--- src/rtl/bus_wait_pkg.sv ---
// Shared types and constants for the bus wait-state injector.
package bus_wait_pkg;

  typedef enum logic [1:0] {
    ST_IDLE   = 2'd0,
    ST_WAIT   = 2'd1,
    ST_ACCESS = 2'd2,
    ST_DONE   = 2'd3
  } state_t;

  localparam logic [1:0] MODE_FIXED  = 2'd0;
  localparam logic [1:0] MODE_RANDOM = 2'd1;
  localparam logic [1:0] MODE_BYPASS = 2'd2;

  // Fibonacci taps 16, 14, 13, 11 expressed as bit positions 15, 13, 12, 10.
  localparam logic [15:0] LFSR_TAPS = 16'hB400;

endpackage

--- src/rtl/bus_wait_lfsr.sv ---
// 16-bit Fibonacci LFSR; advances only when step is high, resets to SEED.
module bus_wait_lfsr
  import bus_wait_pkg::*;
#(
  parameter logic [15:0] SEED  = 16'hACE1,
  parameter int          OUT_W = 4
) (
  input  logic             clk,
  input  logic             rst_n,
  input  logic             step,
  output logic [OUT_W-1:0] value
);

  logic [15:0] lfsr_r;

  // Shift register with XOR feedback of the tapped bits.
  always_ff @(posedge clk or negedge rst_n) begin
    if (!rst_n) begin
      lfsr_r <= SEED;
    end else if (step) begin
      lfsr_r <= {lfsr_r[14:0], ^(lfsr_r & LFSR_TAPS)};
    end else begin
      lfsr_r <= lfsr_r;
    end
  end

  assign value = lfsr_r[OUT_W-1:0];

endmodule

--- config.mk ---
export PLATFORM = sky130hd
export DESIGN_NAME = bus_wait_lfsr
export DESIGN_NICKNAME = d
export VERILOG_FILES = /design/src/rtl/bus_wait_pkg.sv /design/src/rtl/bus_wait_lfsr.sv
export SDC_FILE = /design/constraint.sdc
export NUM_CORES = 1
export LEC_CHECK = 0
export ABC_AREA = 1
export CAP_MARGIN = 15
export CORE_AREA = 4 4 41 43
export CTS_CLUSTER_DIAMETER = 100
export DETAILED_ROUTE_END_ITERATION = 16
export DIE_AREA = 0 0 45 47
export DONT_BUFFER_PORTS = 1
export GPL_ROUTABILITY_DRIVEN = 0
export PLACE_DENSITY = 0.67
export SLEW_MARGIN = 30
export SYNTH_ARGS = -nofsm -noshare
export SYNTH_HDL_FRONTEND = slang
export SYNTH_SLANG_ARGS = --single-unit
--- constraint.sdc ---
create_clock -name clk -period 1.3 [get_ports clk]
set_input_delay 0.26 -clock clk [delete_from_list [all_inputs] [get_ports clk]]
set_output_delay 0.26 -clock clk [all_outputs]
set_load 0.005 [all_outputs]
Yosys cells after proc, flatten, opt, wreduce, memory -nomap -nowiden

Cells that the tools add are included.

Bits of input ports: 3
Word-level logic and storage cells: 2
Register bits: 16
Output and inout port bits: 4

Reduce and logical (&&, ||, !) cells: 1

Operators by type and width:

| kind          | count |
|---|---|
| 16-bit parity | 1 |

Logic depth before layout (Yosys ltp)

Gate-level depths: netlist of the first run.

Depth after elaboration: 1
Gate-level depth with buffers: 6
Depth with buffers taken out: 6

Worst setup path before layout of the first run

Ideal clock, no wire load.

Path type: register -> register
Start: register lfsr_r[10]
End: register lfsr_r[0]
Library setup time: 60 ps
Path buffers: 0
Clock period less this slack: 895 ps
Arrival: 835 ps
Slack: 405 ps
Required time: 1240 ps
Stages on the path, launching flop included: 7
Path through: dfstp_2 -> inv_1 -> nand2_1 -> nand2_1 -> nand2_1 -> nand3_1 -> nand2_1

Cells in the longest elaborated chain, start to end: 1

Ends and longest elaborated chain:

| element                  | line                | source |
|---|---|---|
| start: declaration       | bus_wait_lfsr.sv:14 | `logic [15:0] lfsr_r;` |
| start signal: assignment | bus_wait_lfsr.sv:21 | `lfsr_r <= {lfsr_r[14:0], ^(lfsr_r & LFSR_TAPS)};` |
| start signal: assignment | bus_wait_lfsr.sv:23 | `lfsr_r <= lfsr_r;` |
| 16-bit parity            | bus_wait_lfsr.sv:21 |  |

Every way passes these cells.
A chain may end at the register's enable or synchronous reset.

Final worst setup path of the first run

Start: register lfsr_r[0]
End: output port value[0]

RTL lines:

| element          | line                | source |
|---|---|---|
| end: declaration | bus_wait_lfsr.sv:11 | `output logic [OUT_W-1:0] value` |

No word-level cell between the ends.

==> results.md, run 1 <==
* Run status: completed
* Sink Count at 16
* DRT Pass-1 Iters at 4
* Vias in the first global route at 480
* First-pass GRT wire length at 1987 microns
* Largest net degree at the start of global routing at 20
* CTS tree: built
* R2R depth at 6
* Worst-path maximum fanout at 3
* Post-DP HPWL at 792.8 microns
* Most common cell after layout, fill and taps aside: nand2_1
* Slew at the pin with the worst max-slew slack at 0.7004 ns
* DRT Wirelength at 1142 microns
* Clk buf depth at 2
* TritonCTS Buffers at 3
* WP data required at 1.04 ns
* Chip width at 45 microns
* Initial Util at 56.83%
* Max-slew headroom at 53.15%
* Syn avg cell area at 9.243 sq um
* RR Endpoint: lfsr_r[0]
* HP Start: step
* Die area at 2115 sq um
* Max reg flops at 16
* ANT nets after route at 0
* Cells after Synth at 80
* H-tree depth at 1
* GRT overflow at 0
* Final net count at 82
* # IOs at 7
* RSZ-0062 raised after global routing: no
* Synth cell types at 13
* Critical Path Stages at 0
* Fin. Hold Viols at 0
* # setup viols final at 0
* Largest registers: lfsr_r x16
* # port buffers at 0
* Achievable Freq at 0.9091 GHz
* Die height at 47 microns
* CP endpoint kind: output port
* Cell row count at 13
* Setup TNS at 0 ns
* Initial antenna violation count at 0
* Hold path cells at 1
* Combinational Power Share at 16.7%
* Layout cells sized above 1 at 22.08%
* Vias at 457
* Final Core Density at 55.19%
* 1st-iter DRT viols at 10
* Flops & latches, synth at 16
* Total track usage at 13.82%
* Routed WL per cell at 12.41 microns
* Biggest register: lfsr_r
* Fin crit share at 84.61%
* # Max-Cap Violations at 0
* Clock share of power at 21.8%
* Slew Viols, Final at 0
* Power density cells at 1595 nW/um^2
* Hold Crit Endpoint: lfsr_r[10]
* Area delta synth->final at -2.876%
* Latest clock arrival within the worst-skew pair at 0.28 ns
* Reg-to-reg slack, setup at 0.30 ns
* # DRC at 0
* Synth warnings at 0
* Root buffer cell: clkbuf_4
* Switching pwr at 330.6 uW
* Clock-pin slew on the worst setup and hold paths at 0.08 ns
* Crit path DAT at 0.84 ns
* Post-CTS sizing at 0
* Synth Net Count at 83
* Mapped cell area at 739.5 sq um
* Diode count at 0
* Reg2reg start: lfsr_r[10]
* Setup CP Type: reg -> out
* Vias per cell at 4.967
* Fin Clk Skew at 0.0006550 ns
* IR Drop Worst-Case VDD at 0.8484 mV
* Int Power at 815.2 uW
* Most frequent cells in the layout: nand2_1, inv_1, o21ai_0, dfstp_2, dfrtp_1
* Worst min-delay path class: in -> reg
* Startpoint types: flop
* Minimum clock period at 1.100 ns
* Core area at 1301 sq um
* Seq pwr share at 61.4%
* Switching fraction of total power at 28.85%
* Register area share after synthesis at 55.50%
* Leak at 0.0003339 uW
==> logic make-up after synthesis <==
family	Yosys count	synth area share (%)
AOI/OAI and AO/OA	14	12.01
buffers and inverters	17	15.57
DFF	16	55.50
and+or+nand+nor	33	16.92
==> how the worst max path moves through the flow <==
| stage | start | endpoint | slack (ns) |
|---|---|---|---|
| detailed placement | lfsr_r[10] | lfsr_r[0] | 0.31 |
| global placement | lfsr_r[10] | lfsr_r[0] | 0.37 |
| CTS | lfsr_r[0] | value[0] | 0.18 |
| finish | lfsr_r[0] | value[0] | 0.20 |
| floorplan | lfsr_r[10] | lfsr_r[0] | 0.40 |
| global route | lfsr_r[0] | value[0] | 0.16 |
==> cell type report <==
type | count | area, sq um
multi-input combinational | 47 | 214.0
inverter | 10 | 42.54
timing repair buffer | 1 | 10.01
clock buffer | 3 | 22.52
tap | 15 | 18.77
sequential | 16 | 410.4
fill | 123 | 583.1
==> timing repair <==
| item | 4_1_cts | 5_1_grt |
|---|---|---|
| endpoints found under the hold margin | 16 | 0 |
| hold buffers | 1 | 0 |
| setup endpoints to repair | 0 | 0 |
| setup buffers | 0 | 0 |
==> power groups by stage <==
stage / logic [uW] / clock network (uW) / registers, uW
2_1_floorplan: 224 / 0 / 687
6_report: 192 / 250 / 704
3_5_place_dp: 184 / 0 / 714
5_1_grt: 226 / 284 / 718
4_1_cts: 197 / 258 / 705
3_3_place_gp: 174 / 0 / 711
==> metrics by stage <==
step	hold slack (ns)	total power (uW)	cells	area, sq um	setup WS [ns]
2_1_floorplan	-0.03559	911.1	80	739.5	0.4047
3_3_place_gp	-0.03530	885.7	88	685.7	0.3672
3_5_place_dp	-0.03531	897.8	88	685.7	0.3061
4_1_cts	0.03979	1160	92	718.2	0.1840
5_1_grt	0.04472	1229	92	718.2	0.1619
6_report	0.05027	1146	92	718.2	0.2000
==> synthesized netlist by cell type <==
library cell | count | area share, %
inv_1 | 9 | 4.6
o21ai_1 | 1 | 0.68
buf_12 | 1 | 2.7
o21ai_2 | 5 | 5.9
nand2_1 | 30 | 15
dfrtp_1 | 8 | 27
buf_6 | 2 | 3.0
nor2_1 | 2 | 1.0
o21ai_0 | 8 | 5.4
inv_6 | 1 | 1.2
nand3_1 | 1 | 0.68
dfstp_2 | 8 | 28
buf_4 | 4 | 4.1
==> routing by layer <==
layer  vias to the layer above  share of wire (%)  GRT usage [%]
met2                        10                 48          21.47
met3                         2                4.3          3.065
li1                        235                  -              -
met1                       210                 46          16.79
met5                         -                  0              0
met4                         0                1.1          10.53
Power figures use the tool's default switching activity.
==> run 2: changes to the inputs <==
==> constraint.sdc (replaced) <==
create_clock -name clk -period 1.1 [get_ports clk]
set_input_delay 0.22 -clock clk [delete_from_list [all_inputs] [get_ports clk]]
set_output_delay 0.22 -clock clk [all_outputs]
set_load 0.005 [all_outputs]
==> run 2 against run 1 <==
Against the previous run: clock-buffer cell count is the same; sequential power rose by 18%; setup slack worse by 0.16 ns; first-iteration DRC count stayed put; via count increased by 3.3%; worst hold slack worse by 0.027 ns; global-route usage grew 0.32 points; die area unchanged; routed wire length increased by 1.3%; core utilization grew 0.77 points; non-clock buffer count up 1; highest routed layer unchanged.
==> results.md, run 2 (same netlist as run 1, synthesis figures left out) <==
* TritonCTS Buffers at 3
* Int Power at 965.7 uW
* Diode count at 0
* WL met2 at 565 microns
* 1st-iter DRT viols at 10
* HP Start: step
* Switching fraction of total power at 28.51%
* Final worst-path setup slack at 0.04272 ns
* Cell row count at 13
* First-pass GRT wire length at 2021 microns
* Total track usage at 14.15%
* Fin crit share at 96.12%
* Max-slew headroom at 53.48%
* Critical Path Stages at 0
* Pre-CTS setup slack at 0.1061 ns
* H-tree depth at 1
* Clk buf depth at 2
* Root buffer cell: clkbuf_4
* Clock share of power at 21.4%
* Achievable Freq at 0.9458 GHz
* CTS tree: built
* Vias per cell at 5.075
* Vias at 472
* Final net count at 83
* Core area at 1301 sq um
* # port buffers at 0
* Switching pwr at 385.0 uW
* Setup CP Type: reg -> out
* Power density cells at 1855 nW/um^2
* # setup viols final at 0
* Die height at 47 microns
* Setup Buffers After CTS at 0
* # fillers at 122
* Critical Path Source: lfsr_r[0]
* CP endpoint kind: output port
* ANT nets after route at 0
* Post-DP HPWL at 792.8 microns
* Slew at the pin with the worst max-slew slack at 0.6955 ns
* Fin Clk Skew at 0.003054 ns
* # DRC at 0
* IR Drop Worst-Case VDD at 0.9838 mV
* GRT overflow at 0
* Worst min-delay path class: in -> reg
* Startpoint types: flop
* Run status: completed
* DRT Pass-1 Iters at 4
* Chip width at 45 microns
* Minimum clock period at 1.057 ns
* Fin. Hold Viols at 0
* Routed WL per cell at 12.44 microns
* WP data required at 0.88 ns
* DRT Wirelength at 1157 microns
* Most frequent cells in the layout: nand2_1, inv_1, o21ai_0, dfstp_2, dfrtp_1
* Setup TNS at 0 ns
* # IOs at 7
* Vias in the first global route at 483
* Leak at 0.0003380 uW
* Crit path DAT at 0.84 ns
* Clock-pin slew on the worst setup and hold paths at 0.08 ns
* R2R depth at 6
* Met1 WL at 515 microns
* DR WL met3 at 63 microns
* Initial Util at 56.83%
* Reg2reg start: lfsr_r[10]
* Hold path cells at 1
* Final Core Density at 55.96%
* Max Used Layer: met4
* Most common cell after layout, fill and taps aside: nand2_1
* # Max-Cap Violations at 0
* RSZ-0062 raised after global routing: no
* Latest clock arrival within the worst-skew pair at 0.28 ns
* Area delta synth->final at -1.523%
* Finished Cell Area at 728.2 sq um
* Sink Count at 16
* Die area at 2115 sq um
* Largest net degree at the start of global routing at 20
* Max reg flops at 16
* Layout cells sized above 1 at 21.79%
* Worst-path maximum fanout at 3
* Post-DP Area at 685.7 sq um
* Initial antenna violation count at 0
* Biggest register: lfsr_r
* Combinational Power Share at 17.0%
* Slew Viols, Final at 0
* Largest registers: lfsr_r x16
* Seq pwr share at 61.5%
==> run 2: final timing paths <==
kind | to | slack (ns)
min reg2reg | lfsr_r[7] | 0.48
max reg2reg | lfsr_r[0] | 0.10
max in group asynchronous | lfsr_r[4] | 0.24
max | value[0] | 0.04
min | lfsr_r[15] | 0.02
min in group asynchronous | lfsr_r[9] | 0.42
==> run 2: through the flow <==
step                hold slack [ns]  total power, uW  cells
detailed placement         -0.07531             1061     88
floorplan                  -0.07559             1077     80
global route                0.01948             1455     93
global placement           -0.07530             1047     88
CTS                         0.01821             1374     93
finish                      0.02350             1351     93
==> run 2: metal layers <==
layer / up-vias / GRT usage (%)
li1: 236 / -
met1: 222 / 17.03
met2: 12 / 22.32
met3: 2 / 3.065
met4: 0 / 10.53
met5: - / 0
==> run 2: timing repair <==
action                                 in CTS  in global routing
gates resized for setup                     0                  0
endpoints found under the hold margin      17                  0
hold buffers                                2                  0
==> run 2: power groups by stage <==
stage | clock [uW] | combinational, uW | sequential (uW)
floorplan | 0 | 265 | 812
global placement | 0 | 206 | 840
detailed placement | 0 | 218 | 843
CTS | 305 | 235 | 834
global route | 336 | 271 | 848
finish | 290 | 230 | 831
==> run 2: layout make-up <==
class,instances,area (sq um),area share [%]
Clock buffer,3,22.52,3.093
Tap cell,15,18.77,2.577
Timing Repair Buffer,2,20.02,2.749
Inverter,10,42.54,5.842
Sequential cell,16,410.4,56.36
Multi-Input combinational cell,47,214.0,29.38
